`src/rtl/alu_issue_arbiter_if.sv`:
```
// Bundle of requester, ALU and response signals shared by the ALU issue arbiter.
// The arbiter connects through the slave modport; the requesters and ALU side use master.
interface alu_issue_arbiter_if;
    logic        req0_valid;
    logic        req0_ready;
    logic [31:0] req0_a;
    logic [31:0] req0_b;
    logic [2:0]  req0_func;
    logic        req0_ctrl;

    logic        req1_valid;
    logic        req1_ready;
    logic [31:0] req1_a;
    logic [31:0] req1_b;
    logic [2:0]  req1_func;
    logic        req1_ctrl;

    logic [31:0] alu_a;
    logic [31:0] alu_b;
    logic [2:0]  alu_func;
    logic        alu_ctrl;
    logic [31:0] alu_result;

    logic [31:0] rsp_data;
    logic        rsp0_valid;
    logic        rsp0_ready;
    logic        rsp1_valid;
    logic        rsp1_ready;

    modport slave (
        input  req0_valid, req0_a, req0_b, req0_func, req0_ctrl,
        output req0_ready,
        input  req1_valid, req1_a, req1_b, req1_func, req1_ctrl,
        output req1_ready,
        output alu_a, alu_b, alu_func, alu_ctrl,
        input  alu_result,
        output rsp_data, rsp0_valid, rsp1_valid,
        input  rsp0_ready, rsp1_ready
    );

    modport master (
        output req0_valid, req0_a, req0_b, req0_func, req0_ctrl,
        input  req0_ready,
        output req1_valid, req1_a, req1_b, req1_func, req1_ctrl,
        input  req1_ready,
        input  alu_a, alu_b, alu_func, alu_ctrl,
        output alu_result,
        input  rsp_data, rsp0_valid, rsp1_valid,
        output rsp0_ready, rsp1_ready
    );
endinterface

```
`src/rtl/alu_issue_arbiter.sv`:
```
// Shares one registered (single-cycle latency) ALU between the execute stage (req0)
// and the branch/AGU unit (req1); one operation in flight, result returned by handshake.
module alu_issue_arbiter #(
    parameter bit RR_ENABLE = 1'b1,
    parameter int CNT_W     = 16
) (
    input  logic                 clk,
    input  logic                 rst_n,
    alu_issue_arbiter_if.slave   bus,
    output logic                 busy,
    output logic [CNT_W-1:0]     grant_cnt0,
    output logic [CNT_W-1:0]     grant_cnt1
);

    typedef enum logic [1:0] {IDLE, EXEC, CAPT, RESP} state_t;

    state_t             state_q, state_d;
    logic [31:0]        alu_a_q, alu_a_d;
    logic [31:0]        alu_b_q, alu_b_d;
    logic [2:0]         alu_func_q, alu_func_d;
    logic               alu_ctrl_q, alu_ctrl_d;
    logic [31:0]        rsp_data_q, rsp_data_d;
    logic               owner_q, owner_d;
    logic               last_grant_q, last_grant_d;
    logic [CNT_W-1:0]   cnt0_q, cnt0_d;
    logic [CNT_W-1:0]   cnt1_q, cnt1_d;

    logic               any_valid;
    logic               sel1;

    always_comb begin
        state_d        = state_q;
        alu_a_d        = alu_a_q;
        alu_b_d        = alu_b_q;
        alu_func_d     = alu_func_q;
        alu_ctrl_d     = alu_ctrl_q;
        rsp_data_d     = rsp_data_q;
        owner_d        = owner_q;
        last_grant_d   = last_grant_q;
        cnt0_d         = cnt0_q;
        cnt1_d         = cnt1_q;
        bus.req0_ready = 1'b0;
        bus.req1_ready = 1'b0;
        bus.rsp0_valid = 1'b0;
        bus.rsp1_valid = 1'b0;

        any_valid = bus.req0_valid | bus.req1_valid;
        // Round-robin hands a contested slot to whoever did not win last time.
        if (RR_ENABLE && bus.req0_valid && bus.req1_valid) begin
            sel1 = ~last_grant_q;
        end else begin
            sel1 = bus.req1_valid & ~bus.req0_valid;
        end

        case (state_q)
            IDLE: begin
                if (any_valid) begin
                    bus.req0_ready = ~sel1;
                    bus.req1_ready = sel1;
                    alu_a_d        = sel1 ? bus.req1_a    : bus.req0_a;
                    alu_b_d        = sel1 ? bus.req1_b    : bus.req0_b;
                    alu_func_d     = sel1 ? bus.req1_func : bus.req0_func;
                    alu_ctrl_d     = sel1 ? bus.req1_ctrl : bus.req0_ctrl;
                    owner_d        = sel1;
                    last_grant_d   = sel1;
                    if (sel1) begin
                        if (!(&cnt1_q)) cnt1_d = cnt1_q + 1'b1;
                    end else begin
                        if (!(&cnt0_q)) cnt0_d = cnt0_q + 1'b1;
                    end
                    state_d = EXEC;
                end
            end
            EXEC: state_d = CAPT;
            CAPT: begin
                rsp_data_d = bus.alu_result;
                state_d    = RESP;
            end
            RESP: begin
                bus.rsp0_valid = ~owner_q;
                bus.rsp1_valid = owner_q;
                if (owner_q ? bus.rsp1_ready : bus.rsp0_ready) state_d = IDLE;
            end
            default: state_d = IDLE;
        endcase
    end

    always_ff @(posedge clk or negedge rst_n) begin
        if (!rst_n) begin
            state_q      <= IDLE;
            alu_a_q      <= '0;
            alu_b_q      <= '0;
            alu_func_q   <= '0;
            alu_ctrl_q   <= 1'b0;
            rsp_data_q   <= '0;
            owner_q      <= 1'b0;
            last_grant_q <= 1'b1;
            cnt0_q       <= '0;
            cnt1_q       <= '0;
        end else begin
            state_q      <= state_d;
            alu_a_q      <= alu_a_d;
            alu_b_q      <= alu_b_d;
            alu_func_q   <= alu_func_d;
            alu_ctrl_q   <= alu_ctrl_d;
            rsp_data_q   <= rsp_data_d;
            owner_q      <= owner_d;
            last_grant_q <= last_grant_d;
            cnt0_q       <= cnt0_d;
            cnt1_q       <= cnt1_d;
        end
    end

    assign bus.alu_a    = alu_a_q;
    assign bus.alu_b    = alu_b_q;
    assign bus.alu_func = alu_func_q;
    assign bus.alu_ctrl = alu_ctrl_q;
    assign bus.rsp_data = rsp_data_q;
    assign busy         = (state_q != IDLE);
    assign grant_cnt0   = cnt0_q;
    assign grant_cnt1   = cnt1_q;

endmodule

```
`src/flat_wrapper.sv`:
```
// flat-port wrapper written by rule: the top's interface ports become plain ports
module alu_issue_arbiter_flat 
#(
    parameter bit RR_ENABLE = 1'b1,
    parameter int CNT_W     = 16
)
  (clk, rst_n, busy, grant_cnt0, grant_cnt1, bus_req0_valid, bus_req0_a, bus_req0_b, bus_req0_func, bus_req0_ctrl, bus_req0_ready, bus_req1_valid, bus_req1_a, bus_req1_b, bus_req1_func, bus_req1_ctrl, bus_req1_ready, bus_alu_a, bus_alu_b, bus_alu_func, bus_alu_ctrl, bus_alu_result, bus_rsp_data, bus_rsp0_valid, bus_rsp1_valid, bus_rsp0_ready, bus_rsp1_ready);
  alu_issue_arbiter_if bus_i ();
  input  logic clk;
  input  logic rst_n;
  output logic busy;
  output logic [CNT_W-1:0] grant_cnt0;
  output logic [CNT_W-1:0] grant_cnt1;
  input wire logic [$bits(bus_i.req0_valid)-1:0] bus_req0_valid;
  input wire logic [$bits(bus_i.req0_a)-1:0] bus_req0_a;
  input wire logic [$bits(bus_i.req0_b)-1:0] bus_req0_b;
  input wire logic [$bits(bus_i.req0_func)-1:0] bus_req0_func;
  input wire logic [$bits(bus_i.req0_ctrl)-1:0] bus_req0_ctrl;
  output wire logic [$bits(bus_i.req0_ready)-1:0] bus_req0_ready;
  input wire logic [$bits(bus_i.req1_valid)-1:0] bus_req1_valid;
  input wire logic [$bits(bus_i.req1_a)-1:0] bus_req1_a;
  input wire logic [$bits(bus_i.req1_b)-1:0] bus_req1_b;
  input wire logic [$bits(bus_i.req1_func)-1:0] bus_req1_func;
  input wire logic [$bits(bus_i.req1_ctrl)-1:0] bus_req1_ctrl;
  output wire logic [$bits(bus_i.req1_ready)-1:0] bus_req1_ready;
  output wire logic [$bits(bus_i.alu_a)-1:0] bus_alu_a;
  output wire logic [$bits(bus_i.alu_b)-1:0] bus_alu_b;
  output wire logic [$bits(bus_i.alu_func)-1:0] bus_alu_func;
  output wire logic [$bits(bus_i.alu_ctrl)-1:0] bus_alu_ctrl;
  input wire logic [$bits(bus_i.alu_result)-1:0] bus_alu_result;
  output wire logic [$bits(bus_i.rsp_data)-1:0] bus_rsp_data;
  output wire logic [$bits(bus_i.rsp0_valid)-1:0] bus_rsp0_valid;
  output wire logic [$bits(bus_i.rsp1_valid)-1:0] bus_rsp1_valid;
  input wire logic [$bits(bus_i.rsp0_ready)-1:0] bus_rsp0_ready;
  input wire logic [$bits(bus_i.rsp1_ready)-1:0] bus_rsp1_ready;
  assign bus_i.req0_valid = bus_req0_valid;
  assign bus_i.req0_a = bus_req0_a;
  assign bus_i.req0_b = bus_req0_b;
  assign bus_i.req0_func = bus_req0_func;
  assign bus_i.req0_ctrl = bus_req0_ctrl;
  assign bus_req0_ready = bus_i.req0_ready;
  assign bus_i.req1_valid = bus_req1_valid;
  assign bus_i.req1_a = bus_req1_a;
  assign bus_i.req1_b = bus_req1_b;
  assign bus_i.req1_func = bus_req1_func;
  assign bus_i.req1_ctrl = bus_req1_ctrl;
  assign bus_req1_ready = bus_i.req1_ready;
  assign bus_alu_a = bus_i.alu_a;
  assign bus_alu_b = bus_i.alu_b;
  assign bus_alu_func = bus_i.alu_func;
  assign bus_alu_ctrl = bus_i.alu_ctrl;
  assign bus_i.alu_result = bus_alu_result;
  assign bus_rsp_data = bus_i.rsp_data;
  assign bus_rsp0_valid = bus_i.rsp0_valid;
  assign bus_rsp1_valid = bus_i.rsp1_valid;
  assign bus_i.rsp0_ready = bus_rsp0_ready;
  assign bus_i.rsp1_ready = bus_rsp1_ready;
  alu_issue_arbiter #(.RR_ENABLE(RR_ENABLE), .CNT_W(CNT_W)) u_core (.clk(clk), .rst_n(rst_n), .bus(bus_i), .busy(busy), .grant_cnt0(grant_cnt0), .grant_cnt1(grant_cnt1));
endmodule
```
`config.mk`:
```
export PLATFORM = sky130hd
export DESIGN_NAME = alu_issue_arbiter_flat
export DESIGN_NICKNAME = d
export VERILOG_FILES = /design/src/rtl/alu_issue_arbiter_if.sv /design/src/rtl/alu_issue_arbiter.sv /design/src/flat_wrapper.sv
export SDC_FILE = /design/constraint.sdc
export NUM_CORES = 1
export LEC_CHECK = 0
export CORE_MARGIN = 2
export CORE_UTILIZATION = 43
export DETAILED_ROUTE_END_ITERATION = 6
export HOLD_SLACK_MARGIN = 0.03
export PLACE_DENSITY = 0.95
export RECOVER_POWER = 25
export SLEW_MARGIN = 0
export SYNTH_ARGS = -nofsm -noshare
export SYNTH_HDL_FRONTEND = slang
export SYNTH_SLANG_ARGS = --single-unit
```
`constraint.sdc`:
```
create_clock -name clk -period 3.4 [get_ports clk]
set_input_delay 0.68 -clock clk [delete_from_list [all_inputs] [get_ports clk]]
set_output_delay 0.68 -clock clk [all_outputs]
set_load 0.02 [all_outputs]
```
==> metrics, run 1 <==
most common cell after layout, fill and taps aside clkdlybuf4s50_1; Sink Count between 100 and 150; Iteration-0 DRC Markers 510; crit end category output port; clock root buffer clkbuf_16; routed length per instance 19.2 um; CTS resizes 0; Final Hold Viols 0; DP HPWL 13.9 mm; Slew @ Worst Pin 2.40 ns; max frequency 0.326 GHz; Initial Util around 44%; WL met2 approximately 10 mm; cell row count 42; initial antenna violation count 0; CTS tree done; DRT antenna net count 0; max-cap viol count 1; post-route clock period utilization 90.4%; number of port buffers slightly above 300; H-tree levels 4; YS warnings 0; final WL ~19 mm; clk slew on worst S/H paths 0.05 ns; Mapped Area 5920 um^2; DRT met1 WL 7.08 mm; placer congestion estimate 0.914; worst clock skew 0.00963 ns; worst-case clock buffer depth 2; diodes inserted 0; FILL cells roughly 930; HP Class register to register; max-slew violation count 49; Core Area 13300 um^2; Design Area, Final about 9800 um^2; Avg Inst Size Synth 11.9 um^2; first-pass GRT wire length around 30 mm; Yosys reg bits between 100 and 150; min cycle time layout 3.07 ns; Die H 121 um; IO Count just over 300; WL met3 between 1.5 and 2 mm; final net count 988; post-synthesis cell count 497; Pwr per Cell Area 872 nW/um^2; Vias/cell 5.40; share of cells above drive strength 1 10.9%; # Post-CTS Setup Buffers 0; Synth cell types 43; critical path arrival roughly 2.4 ns; CTS buffer count 17; Area Overhead vs Synth 65.8%; Net Count, Synth between 600 and 700; Crit Path Category input pin to output port; total negative setup slack 0 ns; Leak 0.00435 uW; Hold Buf Count CTS 0; CP Data Required Time 2.72 ns; die area 14700 um^2; Max-slew headroom -60.0%; post-place instance area 9250 um^2; total congestion overflow 0; Die W 121 um; RSZ-0062 raised after global routing false; CP Max Fanout 4; status complete, but fails checks; # setup viols final 0; DR top layer met4; register area share after synthesis 57.5%; vias in the first global route roughly 5600; maximum vdd ir drop between 600 and 700 uV; via count 5389; most frequent cells in the layout 309 x clkdlybuf4s50_1, 135 x dfrtp_1, 43 x inv_1; worst skew pair latency ~0.42 ns; Global Route Usage Sum 26.6%; # DRC 3; failing checks design-rule violations, max-capacitance violations, max-slew violations; largest net degree at the start of global routing 61; critical path startpoint category input pin; DR pass1 iterations 7
[Yosys cell counts (all sizes together)]
master / n / share of area [%]
or3: 1 / 0.11
nor4: 4 / 0.53
nor3b: 1 / 0.13
nand2b: 1 / 0.11
nor2b: 2 / 0.21
a21boi: 1 / 0.19
dfrtp: 135 / 57
nor3: 4 / 0.34
nand3: 12 / 1.0
and4b: 1 / 0.19
a222oi: 38 / 6.4
a41oi: 2 / 0.30
or4: 1 / 0.19
a2111oi: 1 / 0.15
nand2: 42 / 2.7
xnor2: 7 / 1.0
and3: 6 / 0.70
inv: 43 / 2.7
a31oi: 2 / 0.21
o21ai: 33 / 2.8
mux2i: 32 / 5.4
nor4b: 2 / 0.30
and4: 2 / 0.30
dfstp: 1 / 0.44
clkbuf: 22 / 1.4
xor2: 15 / 2.2
a21o: 2 / 0.25
ha: 5 / 1.1
mux2: 39 / 7.5
a21oi: 3 / 0.25
buf: 5 / 0.42
nand4: 14 / 1.7
a211oi: 3 / 0.38
and2b: 1 / 0.13
and2: 4 / 0.47
nor2: 9 / 0.57
a22oi: 1 / 0.13
[through the flow]
step / total power [uW] / util [%] / worst slack, ns / hold WS (ns) / instances
floorplan: 4750 / - / 1.19 / 0.384 / 497
global placement: 6610 / 69.3 / 0.348 / 0.460 / 966
detailed placement: 6760 / 69.3 / 0.345 / 0.470 / 966
CTS: 8600 / 73.5 / 0.329 / 0.201 / 998
global route: 9000 / 73.5 / 0.267 / 0.501 / 998
finish: 8560 / 73.5 / 0.328 / 0.478 / 998
[critical path, stage by stage]
cell and delay [ns]:
clkdlybuf4s50_1 0.64, nand2_1 0.16, nor2_2 0.25, clkdlybuf4s50_1 0.65
[registers in the layout (all words and copies together), names as in the netlist]
name / cells
u_core.bus.alu_func: 3
u_core.state_q: 2
u_core.bus.rsp_data: 32
u_core.last_grant_q: 1
u_core.bus.alu_ctrl: 1
u_core.bus.alu_b: 32
u_core.grant_cnt1: 16
u_core.owner_q: 1
u_core.grant_cnt0: 16
u_core.bus.alu_a: 32
[power by group]
group / total [uW] / switching, uW / internal [uW]
clock: 1770 / 674 / 1100
combinational: 4040 / 2070 / 1980
sequential: 2740 / 440 / 2300
[layout make-up]
class	count	area, um^2	share of cell area (%)
clock buffer	25	505	5.15
clock inverter	7	66.3	0.676
inverter	43	161	1.64
multi-input combinational	291	2270	23.1
sequential	136	3400	34.7
tap	176	220	2.24
timing repair buffer	320	3190	32.5
[final timing paths]
path                                            from              endpoint  slack, ns  depth (start not counted)
max in group asynchronous                      rst_n   u_core.last_grant_q       0.75                          2
worst max-delay path                  bus_req0_valid        bus_req0_ready       0.33                          4
worst min-delay path            u_core.bus.alu_b[20]  u_core.bus.alu_b[20]       0.48                          2
min in group asynchronous                      rst_n  u_core.grant_cnt0[6]       1.18                          1
worst max register to register     u_core.state_q[0]  u_core.grant_cnt1[1]       1.10                          7
worst min register to register  u_core.bus.alu_b[20]  u_core.bus.alu_b[20]       0.48                          2
[logic make-up (layout without fill, tap and decap cells)]
kind of cell | Yosys count | in the layout | share of synthesized area, %
mux | 71 | 71 | 12.9
buf+inv | 70 | 395 | 4.54
flops | 136 | 136 | 57.5
fa+ha+maj | 5 | 5 | 1.06
xor+xnor | 22 | 22 | 3.26
compound gates | 86 | 86 | 11.1
simple gates | 107 | 107 | 9.66
[routing by layer]
metal | track usage (%) | vias to the layer above
li1 | - | 2444
met1 | 30.5 | 2641
met2 | 45.6 | 261
met3 | 8.93 | 43
met4 | 11.0 | 0
met5 | 0 | -
Note: power is estimated with default switching activity, not from simulation.
==> inputs of run 2 (changes only) <==
Settings changed: CTS_BUF_LIST set to sky130_fd_sc_hd__clkbuf_8 sky130_fd_sc_hd__clkbuf_16.
==> metrics, run 2 (synthesized netlist as in run 1, its figures left out) <==
max-slew violation count a little under 50; vias in the first global route 5584; worst skew pair latency 0.42 ns; post-place instance area 9250 um^2; # DRC 2; Iteration-0 DRC Markers approximately 500; Die W 121 um; max frequency 0.325 GHz; CP Max Fanout 4; min cycle time layout 3.07 ns; Hold Buf Count CTS 0; post-route clock period utilization 90.4%; Area Overhead vs Synth 65.8%; critical path startpoint category input pin; failing checks design-rule violations, max-capacitance violations, max-slew violations; share of cells above drive strength 1 10.9%; dpl ws 0.345 ns; critical path arrival 2.39 ns; Final Hold Viols 0; most frequent cells in the layout 309 x clkdlybuf4s50_1, 135 x dfrtp_1, 46 x inv_1; CP Data Required Time 2.72 ns; Vias/cell 5.39; Sink Count roughly 140; routed length per instance roughly 19 um; WL met3 roughly 1.7 mm; Leak 0.00437 uW; Clock power frac 20.6%; maximum vdd ir drop 682 uV; worst-case clock buffer depth 2; placer congestion estimate 0.914; setup ws final 0.327 ns; first-pass GRT wire length 29.8 mm; diodes inserted 0; CTS resizes 0; worst clock skew between 0.009 and 0.01 ns; switching share of power around 37%; Die H 121 um; number of port buffers 310; # setup viols final 0; largest net degree at the start of global routing 61; # Post-CTS Setup Buffers 0; most common cell after layout, fill and taps aside clkdlybuf4s50_1; max-cap viol count 1; HP Class register to register; DRT antenna net count 0; DP HPWL 13.9 mm; DR pass1 iterations 7; total power 8540 uW; CTS tree done; worst-case reg-to-reg path depth 7; crit end category output port; status complete, but fails checks; IO Count 311; clk slew on worst S/H paths 0.05 ns; RSZ-0062 raised after global routing false; Flop pwr share about a third; Crit Path Category input pin to output port; P_sw 3180 uW; WL met2 9.99 mm; Pwr per Cell Area 870 nW/um^2; die area 14700 um^2; Gate power share 47.3%; DRT met1 WL 7.00 mm; hold depth 2; final net count 988; DR top layer met4; Initial Util between 40% and 50%; internal power 5370 uW; total negative setup slack 0 ns; clock root buffer clkbuf_16; total congestion overflow 0; H-tree levels 4; final WL approximately 19 mm; cell row count 42; Max-slew headroom -59.8%; CTS buffer count 17; via count 5378; Design Area, Final 9820 um^2; Global Route Usage Sum approximately a quarter; initial antenna violation count 0; Slew @ Worst Pin 2.40 ns; Core Area 13300 um^2
[run 2: cell types whose count changed in the layout (fill, tap and decap cells not counted), sizes merged]
cell	delta
clkbuf	-3
inv	+3
[run 2: power by group through the flow]
stage | sequential, uW | clock, uW | combinational, uW
6_report | 2740 | 1760 | 4040
5_1_grt | 2810 | 1870 | 4310
4_1_cts | 2730 | 1790 | 4070
3_5_place_dp | 2740 | 0 | 4030
3_3_place_gp | 2690 | 0 | 3920
2_1_floorplan | 3470 | 0 | 1280
[run 2: layout make-up]
type / instances / area (um^2)
Sequential cell: 136 / 3400
Inverter: 43 / 161
Multi-Input combinational cell: 291 / 2270
Clock buffer: 22 / 494
Timing Repair Buffer: 320 / 3190
Tap cell: 176 / 220
Fill cell: 932 / 3530
Clock inverter: 10 / 77.6
[run 2: per-layer routing]
metal,track usage [%],up-vias
met1,30.5,2614
met5,0,-
met4,11.0,0
li1,-,2435
met3,8.93,43
met2,45.6,286
[run 2: through the flow]
stage / utilization, % / hold slack, ns / std cells
2_1_floorplan: - / 0.384 / 497
3_3_place_gp: 69.3 / 0.460 / 966
3_5_place_dp: 69.3 / 0.470 / 966
4_1_cts: 73.5 / 0.201 / 998
5_1_grt: 73.5 / 0.501 / 998
6_report: 73.5 / 0.478 / 998
[run 2: worst max-delay path: stages]
cell	delay, ns
clkdlybuf4s50_1	0.64
nand2_1	0.16
nor2_2	0.25
clkdlybuf4s50_1	0.65
[run 2: path summary, 6_finish.rpt]
kind	start	to	slack, ns
max in group asynchronous	rst_n	u_core.last_grant_q	0.75
hold reg to reg	u_core.bus.alu_b[20]	u_core.bus.alu_b[20]	0.48
min in group asynchronous	rst_n	u_core.grant_cnt0[6]	1.17
hold / removal	u_core.bus.alu_b[20]	u_core.bus.alu_b[20]	0.48
setup reg to reg	u_core.state_q[0]	u_core.grant_cnt1[1]	1.10
setup / recovery	bus_req0_valid	bus_req0_ready	0.33
